$ cat config.mk
export PLATFORM = sky130hd
export DESIGN_NAME = multdiv_arbiter
export DESIGN_NICKNAME = d
export VERILOG_FILES = /design/src/rtl/multdiv_arbiter.sv
export SDC_FILE = /design/constraint.sdc
export NUM_CORES = 1
export LEC_CHECK = 0
export ABC_AREA = 1
export BUFFER_PORTS_ARGS = -buffer_cell sky130_fd_sc_hd__buf_2
export CAP_MARGIN = 10
export CORE_MARGIN = 5
export CORE_UTILIZATION = 48
export DETAILED_ROUTE_END_ITERATION = 10
export PLACE_DENSITY = 0.83
export SLEW_MARGIN = 10
export SYNTH_ARGS = -nofsm -noshare
export SYNTH_HDL_FRONTEND = slang
export SYNTH_SLANG_ARGS = --single-unit
$ cat constraint.sdc
create_clock -name clock -period 5.8 [get_ports clock]
set_input_delay 0 -clock clock [delete_from_list [all_inputs] [get_ports clock]]
set_output_delay 0 -clock clock [all_outputs]
set_load 0.01 [all_outputs]
$ cat src/rtl/multdiv_arbiter.sv
// multdiv_arbiter: shares one multdiv unit between two requesters.
// Round-robin grant, operand latching, one-cycle start pulse, wait for
// resultRDY with timeout, then a one-cycle response pulse to the winner.
//
// Handshake: a requester raises reqN_valid with stable operands and holds it
// until reqN_ready is seen high; the op is transferred in the cycle where
// valid && ready are both high. reqN_ready is only ever high in IDLE.
// Responses are a single-cycle respN_valid pulse with no back-pressure.
module multdiv_arbiter #(
    parameter int TIMEOUT_CYCLES = 64,
    parameter int CNT_W          = 7
) (
    input  logic        clock,
    input  logic        reset,
    input  logic        req0_valid,
    input  logic        req0_is_div,
    input  logic [31:0] req0_opA,
    input  logic [31:0] req0_opB,
    output logic        req0_ready,
    input  logic        req1_valid,
    input  logic        req1_is_div,
    input  logic [31:0] req1_opA,
    input  logic [31:0] req1_opB,
    output logic        req1_ready,
    output logic        resp0_valid,
    output logic        resp1_valid,
    output logic [31:0] resp_result,
    output logic        resp_exception,
    output logic        resp_timeout,
    output logic [31:0] md_opA,
    output logic [31:0] md_opB,
    output logic        md_ctrl_MULT,
    output logic        md_ctrl_DIV,
    input  logic [31:0] md_result,
    input  logic        md_exception,
    input  logic        md_resultRDY,
    output logic        busy,
    output logic [1:0]  state_dbg
);

    typedef enum logic [1:0] {
        S_IDLE  = 2'd0,
        S_START = 2'd1,
        S_WAIT  = 2'd2,
        S_RESP  = 2'd3
    } state_t;

    // Last WAIT cycle index: the counter reads 0..TIMEOUT_CYCLES-1 while waiting.
    localparam logic [CNT_W-1:0] WAIT_LAST = CNT_W'(TIMEOUT_CYCLES - 1);

    state_t            state;
    state_t            state_nxt;
    logic              rr_ptr;
    logic              grant_id;
    logic              grant_nxt;
    logic              accept;
    logic              op_is_div;
    logic [31:0]       op_a;
    logic [31:0]       op_b;
    logic [CNT_W-1:0]  wait_cnt;
    logic              rdy_hit;
    logic              to_hit;

    // Ready is ignored in the first WAIT cycle so a stale resultRDY left over
    // from a previous op cannot complete this one; ready beats timeout.
    assign rdy_hit = (state == S_WAIT) && (wait_cnt != '0) && md_resultRDY;
    assign to_hit  = (state == S_WAIT) && !rdy_hit && (wait_cnt == WAIT_LAST);

    // Next-state, grant decision and request-side ready.
    always_comb begin
        state_nxt  = state;
        req0_ready = 1'b0;
        req1_ready = 1'b0;
        grant_nxt  = grant_id;
        accept     = 1'b0;
        case (state)
            S_IDLE: begin
                if (req0_valid && (!req1_valid || !rr_ptr)) begin
                    req0_ready = 1'b1;
                    grant_nxt  = 1'b0;
                    accept     = 1'b1;
                    state_nxt  = S_START;
                end else if (req1_valid) begin
                    req1_ready = 1'b1;
                    grant_nxt  = 1'b1;
                    accept     = 1'b1;
                    state_nxt  = S_START;
                end
            end
            S_START: state_nxt = S_WAIT;
            S_WAIT:  if (rdy_hit || to_hit) state_nxt = S_RESP;
            S_RESP:  state_nxt = S_IDLE;
            default: state_nxt = S_IDLE;
        endcase
    end

    // State register.
    always_ff @(posedge clock or posedge reset) begin
        if (reset) state <= S_IDLE;
        else       state <= state_nxt;
    end

    // Latch the winning op and rotate the round-robin pointer on accept.
    always_ff @(posedge clock or posedge reset) begin
        if (reset) begin
            op_a      <= '0;
            op_b      <= '0;
            op_is_div <= 1'b0;
            grant_id  <= 1'b0;
            rr_ptr    <= 1'b0;
        end else if (accept) begin
            op_a      <= grant_nxt ? req1_opA    : req0_opA;
            op_b      <= grant_nxt ? req1_opB    : req0_opB;
            op_is_div <= grant_nxt ? req1_is_div : req0_is_div;
            grant_id  <= grant_nxt;
            rr_ptr    <= ~grant_nxt;
        end
    end

    // Wait counter: cleared in START, counts every WAIT cycle.
    always_ff @(posedge clock or posedge reset) begin
        if (reset)                 wait_cnt <= '0;
        else if (state == S_START) wait_cnt <= '0;
        else if (state == S_WAIT)  wait_cnt <= wait_cnt + CNT_W'(1);
    end

    // Response pulse and held result fields, captured on leaving WAIT.
    always_ff @(posedge clock or posedge reset) begin
        if (reset) begin
            resp0_valid    <= 1'b0;
            resp1_valid    <= 1'b0;
            resp_result    <= '0;
            resp_exception <= 1'b0;
            resp_timeout   <= 1'b0;
        end else begin
            resp0_valid <= (rdy_hit || to_hit) && !grant_id;
            resp1_valid <= (rdy_hit || to_hit) && grant_id;
            if (rdy_hit) begin
                resp_result    <= md_result;
                resp_exception <= md_exception;
                resp_timeout   <= 1'b0;
            end else if (to_hit) begin
                resp_result    <= '0;
                resp_exception <= 1'b1;
                resp_timeout   <= 1'b1;
            end
        end
    end

    assign md_opA       = op_a;
    assign md_opB       = op_b;
    assign md_ctrl_MULT = (state == S_START) && !op_is_div;
    assign md_ctrl_DIV  = (state == S_START) && op_is_div;
    assign busy         = (state != S_IDLE);
    assign state_dbg    = state;

endmodule
Word-level counts from Yosys, hierarchy flattened
Cells that the tools add are included.
- register bits: 112
- bits of input ports: 168
- output and inout bits: 107
- logic and storage cells: 66
- add/subtract/negate cells: 1
- equal/unequal tests: 6
- muxes and demuxes: 24
- bitwise operators: 1
- reductions and logical operators: 22
- operators by type and width (cell ; count):
    $mux W32 ; 4
    $mux W1 ; 14
    $mux W7 ; 2
    $logic_and A1 B1 Y1 ; 9
    $pmux W2 S4 ; 1
    $add A7 B1 Y7 const B ; 1
    $eq A7 B6 Y1 const B ; 1
    $reduce_bool A7 Y1 ; 1
    $mux W2 ; 3
    $reduce_bool A2 Y1 ; 3
    $logic_not A1 Y1 ; 5
    $eq A2 B2 Y1 const B ; 2
    $ne A3 B3 Y1 const B ; 1
    $eq A2 B1 Y1 const B ; 1
    $logic_not A2 Y1 ; 1
    $logic_or A1 B1 Y1 ; 2
    $ne A2 B1 Y1 const B ; 1
    $reduce_and A2 Y1 ; 1
    $not A1 Y1 ; 1

Longest topological paths before layout
- depth after elaboration: 9
- mapped depth: 11
- gate-level depth less buffers: 10

Worst setup path before layout
Ideal clock, no wire load.
- kind: register to register
- start point: register state[0], in the netlist state_dbg[0]
- end point: register op_b[0], in the netlist md_opB[0]
- setup time: 0.069 ns
- arrival time: 1.536 ns
- data required time: 5.731 ns
- slack: 4.196 ns
- stages on the path, launching flop included: 10
- path buffers: 1
- clock period less this slack: 1.604 ns
- path through: dfrtp_1 inv_1 ha_1 inv_2 o21ai_2 nand2_2 nor2_4 buf_6 nand2_1 nand3_1
- longest elaborated chain between the ends: 3
- elaborated cells between the ends (all ways): 4
- classes of those cells: mux: 3; reduce/logical: 1
- ends and longest elaborated chain (item ; line ; source):
    from (decl) ; 51 ; state_t state;
    from (signal assigned) ; 100 ; else state <= state_nxt;
    $logic_not A2 Y1 (*) ; 76 ; case (state)
    $mux W1 ; 76 ;
    $mux W32 ; 113 ; op_b <= grant_nxt ? req1_opB : req0_opB;
    to (signal assigned) ; 113 ;
    to (decl) ; 59 ; logic [31:0] op_b;
Mark *: on every way between the ends. The rest lies on a longest branch, timed or not.
A chain may end at the register's enable or synchronous reset.

Worst setup path in the final report
- start point: register state[1], in the netlist state_dbg[1]
- end point: register op_b[9], in the netlist md_opB[9]
The elaborated chain is that of the path after synthesis.

==> run summary <==
Pint: 2.36 mW
Setup Buffers After CTS: 0
Slew Viols, Final: 0
# DRC: 0
WL/cell: 18.4 µm
Area grow syn2layout: 65.7%
Worst Hold Class: in -> reg
Setup TNS: 0 ps
Setup crit end kind: flip-flop
Req. time, crit path: 6110 ps
Synth warnings: 0
DRT iter0 DRCs: 771
CP max FO: 68
Vias/cell: 5.37
Nets: 1189
VDD IR max: 270 µV
Initial core utilization: 0.483
Total GRT Usage: 0.339
Final Wtd Congestion: 0.871
Reg-to-reg startpoint: state_dbg[1]
Net Sw Frac: 0.425
Switch Pwr: 1.75 mW
1st-pass router iterations: 7
Setup-failing EPs final: 0
Seq pwr share: 0.338
Crit start category: flip-flop
Leakage dissipation: 4.43 nW
CTS clk-pin slew, worst paths: 120 ps
Clock latency at the later pin of the worst-skew pair: 360 ps
Fraction of the cycle the final worst path needs: 0.577
Mapped Cells: 593
Combinational share of power: 0.550
Synthesized area: 0.00492 mm²
Resized cells post-CTS: 0
Vias in the first global route: 6674
Skew final: 15.8 ps
Leading cell types in the layout, fill and taps excluded: 274 x buf_2, 253 x nand2_1, 165 x dlygate4sd3_1
Hold_sp: req1_valid
Die W: 111 µm
Largest net degree at the start of global routing: 69
Reg2reg setup slack: 2450 ps
Most common cell after layout, fill and taps aside: buf_2
I/O pins: 275
Die ar.: 0.0124 mm²
Layout cells sized above 1: 0.296
Power per standard cell area: 503 mW/mm²
CTS H-tree depth: 3
Synth top area share: 0.569
Clock share of power: 0.112
Vias: 6225
#FFs+latches synth: 112
First-pass GRT wire length: 33700 µm
Synth area leaders: dfrtp_1 57%, nand2_1 19%, nand3_1 9.3%
Fmax achieved: 299 MHz
Minimum clock period: 3350 ps
Syn avg cell area: 8.30 µm²
Synth area leader: dfrtp_1
Initial antenna violation count: 3
Port Buffers: 274
Sink Count: 112
Synth Net Count: 766
Grt ovf: 0
Slew @ Worst Pin: 1210 ps
Clock tree buffer depth: 2
Critical Path Source: state_dbg[1]
Row count: 37
Routed Antenna Nets: 0
Core footprint: 0.0102 mm²
Status: completed
Die height: 111 µm
Placed Area: 0.00631 mm²
Clock Root Buffer: clkbuf_8
Hold Fails Final Rpt: 0
Total detailed-routing wirelength: 21400 µm
Sequential area share after synthesis: 0.569
CTS Buf Count: 9
Max-Slew Margin vs Limit: 0.194
Crit Path Category: reg -> reg
Final instance area: 0.00816 mm²
HPWL after DPL: 10900 µm
RSZ-0062 raised after global routing: no
CTS tree: built
Max Cap Viol: 0
Count of cell types in the netlist: 22
CP arrival: 3650 ps
-- flip-flops by register name (all words and copies together) (netlist names), 2 cells and up --
register     cells
md_opA          32
wait_cnt         7
state_dbg        2
md_opB          32
resp_result     32
-- synth_stat cells, drive strengths merged --
library cell  instances
nand2               254
dfrtp               112
nand3                92
a21oi                31
nor2                 31
inv                  25
buf                  15
clkbuf               15
o21ai                 7
ha                    5
nor3                  3
clkinv                1
nor3b                 1
xnor2                 1
-- logic make-up after synthesis --
family	after synthesis	share of synthesized area
AOI/OAI and AO/OA	38	0.0417
DFF	112	0.569
adders and majority gates	5	0.0127
xor gates and xnor gates	1	0.00178
buffers and inverters	56	0.0562
and+or+nand+nor	381	0.318
-- repair_timing --
item                                    4_1_cts  5_1_grt
hold buffers                                165        0
hold endpoints to repair                    150        0
endpoints found under the setup margin        0        0
-- path summary, 6_finish.rpt --
check,end,depth (start not counted)
min in group asynchronous,resp_result[11],3
setup / recovery,md_opB[9],8
setup reg to reg,md_opB[9],8
hold / removal,rr_ptr,4
max in group asynchronous,resp0_valid,4
hold reg to reg,resp0_valid,1
-- worst max-delay path: stages (launching register included) --
cell and delay [ps]:
dfrtp_1 430, inv_1 100, ha_1 270, o21ai_4 70, buf_4 360, nor2_4 1010
nand2_1 260, nand3_1 180, dlygate4sd3_1 580
-- per-layer routing --
layer / share of wire / vias up / GRT usage
met5: 0 / - / 0
met4: 0.064 / 0 / 0.212
met3: 0.10 / 124 / 0.0846
met2: 0.49 / 479 / 0.576
met1: 0.35 / 2894 / 0.380
li1: - / 2728 / -
-- power by group through the flow --
stage          registers [mW]  clock network [mW]  logic (mW)
3_3_place_gp             1.34                   0        1.58
4_1_cts                  1.34               0.459        2.12
5_1_grt                  1.42               0.495        2.44
6_report                 1.39               0.458        2.26
2_1_floorplan            1.50                   0       0.869
3_5_place_dp             1.34                   0        1.62
-- metrics by stage --
stage | std cells | setup WS, ps | hold WS, ps | power (mW) | util
floorplan | 593 | 2840 | 120 | 2.37 | -
global placement | 976 | 3340 | 133 | 2.92 | 0.620
detailed placement | 976 | 3260 | 135 | 2.96 | 0.620
CTS | 1157 | 2730 | 50.2 | 3.92 | 0.800
global route | 1160 | 2340 | 80.3 | 4.36 | 0.801
finish | 1160 | 2450 | 64.3 | 4.10 | 0.801
-- cell type report --
class                           instances  area, µm²
Timing Repair Buffer                  442       3050
Sequential cell                       112       2800
Clock buffer                           11        151
Fill cell                             609       2020
Inverter                               26        100
Multi-Input combinational cell        425       1840
Tap cell                              136        170
Antenna cell                            3       7.51
Clock inverter                          5       38.8
(Power assumes the default switching activity.)
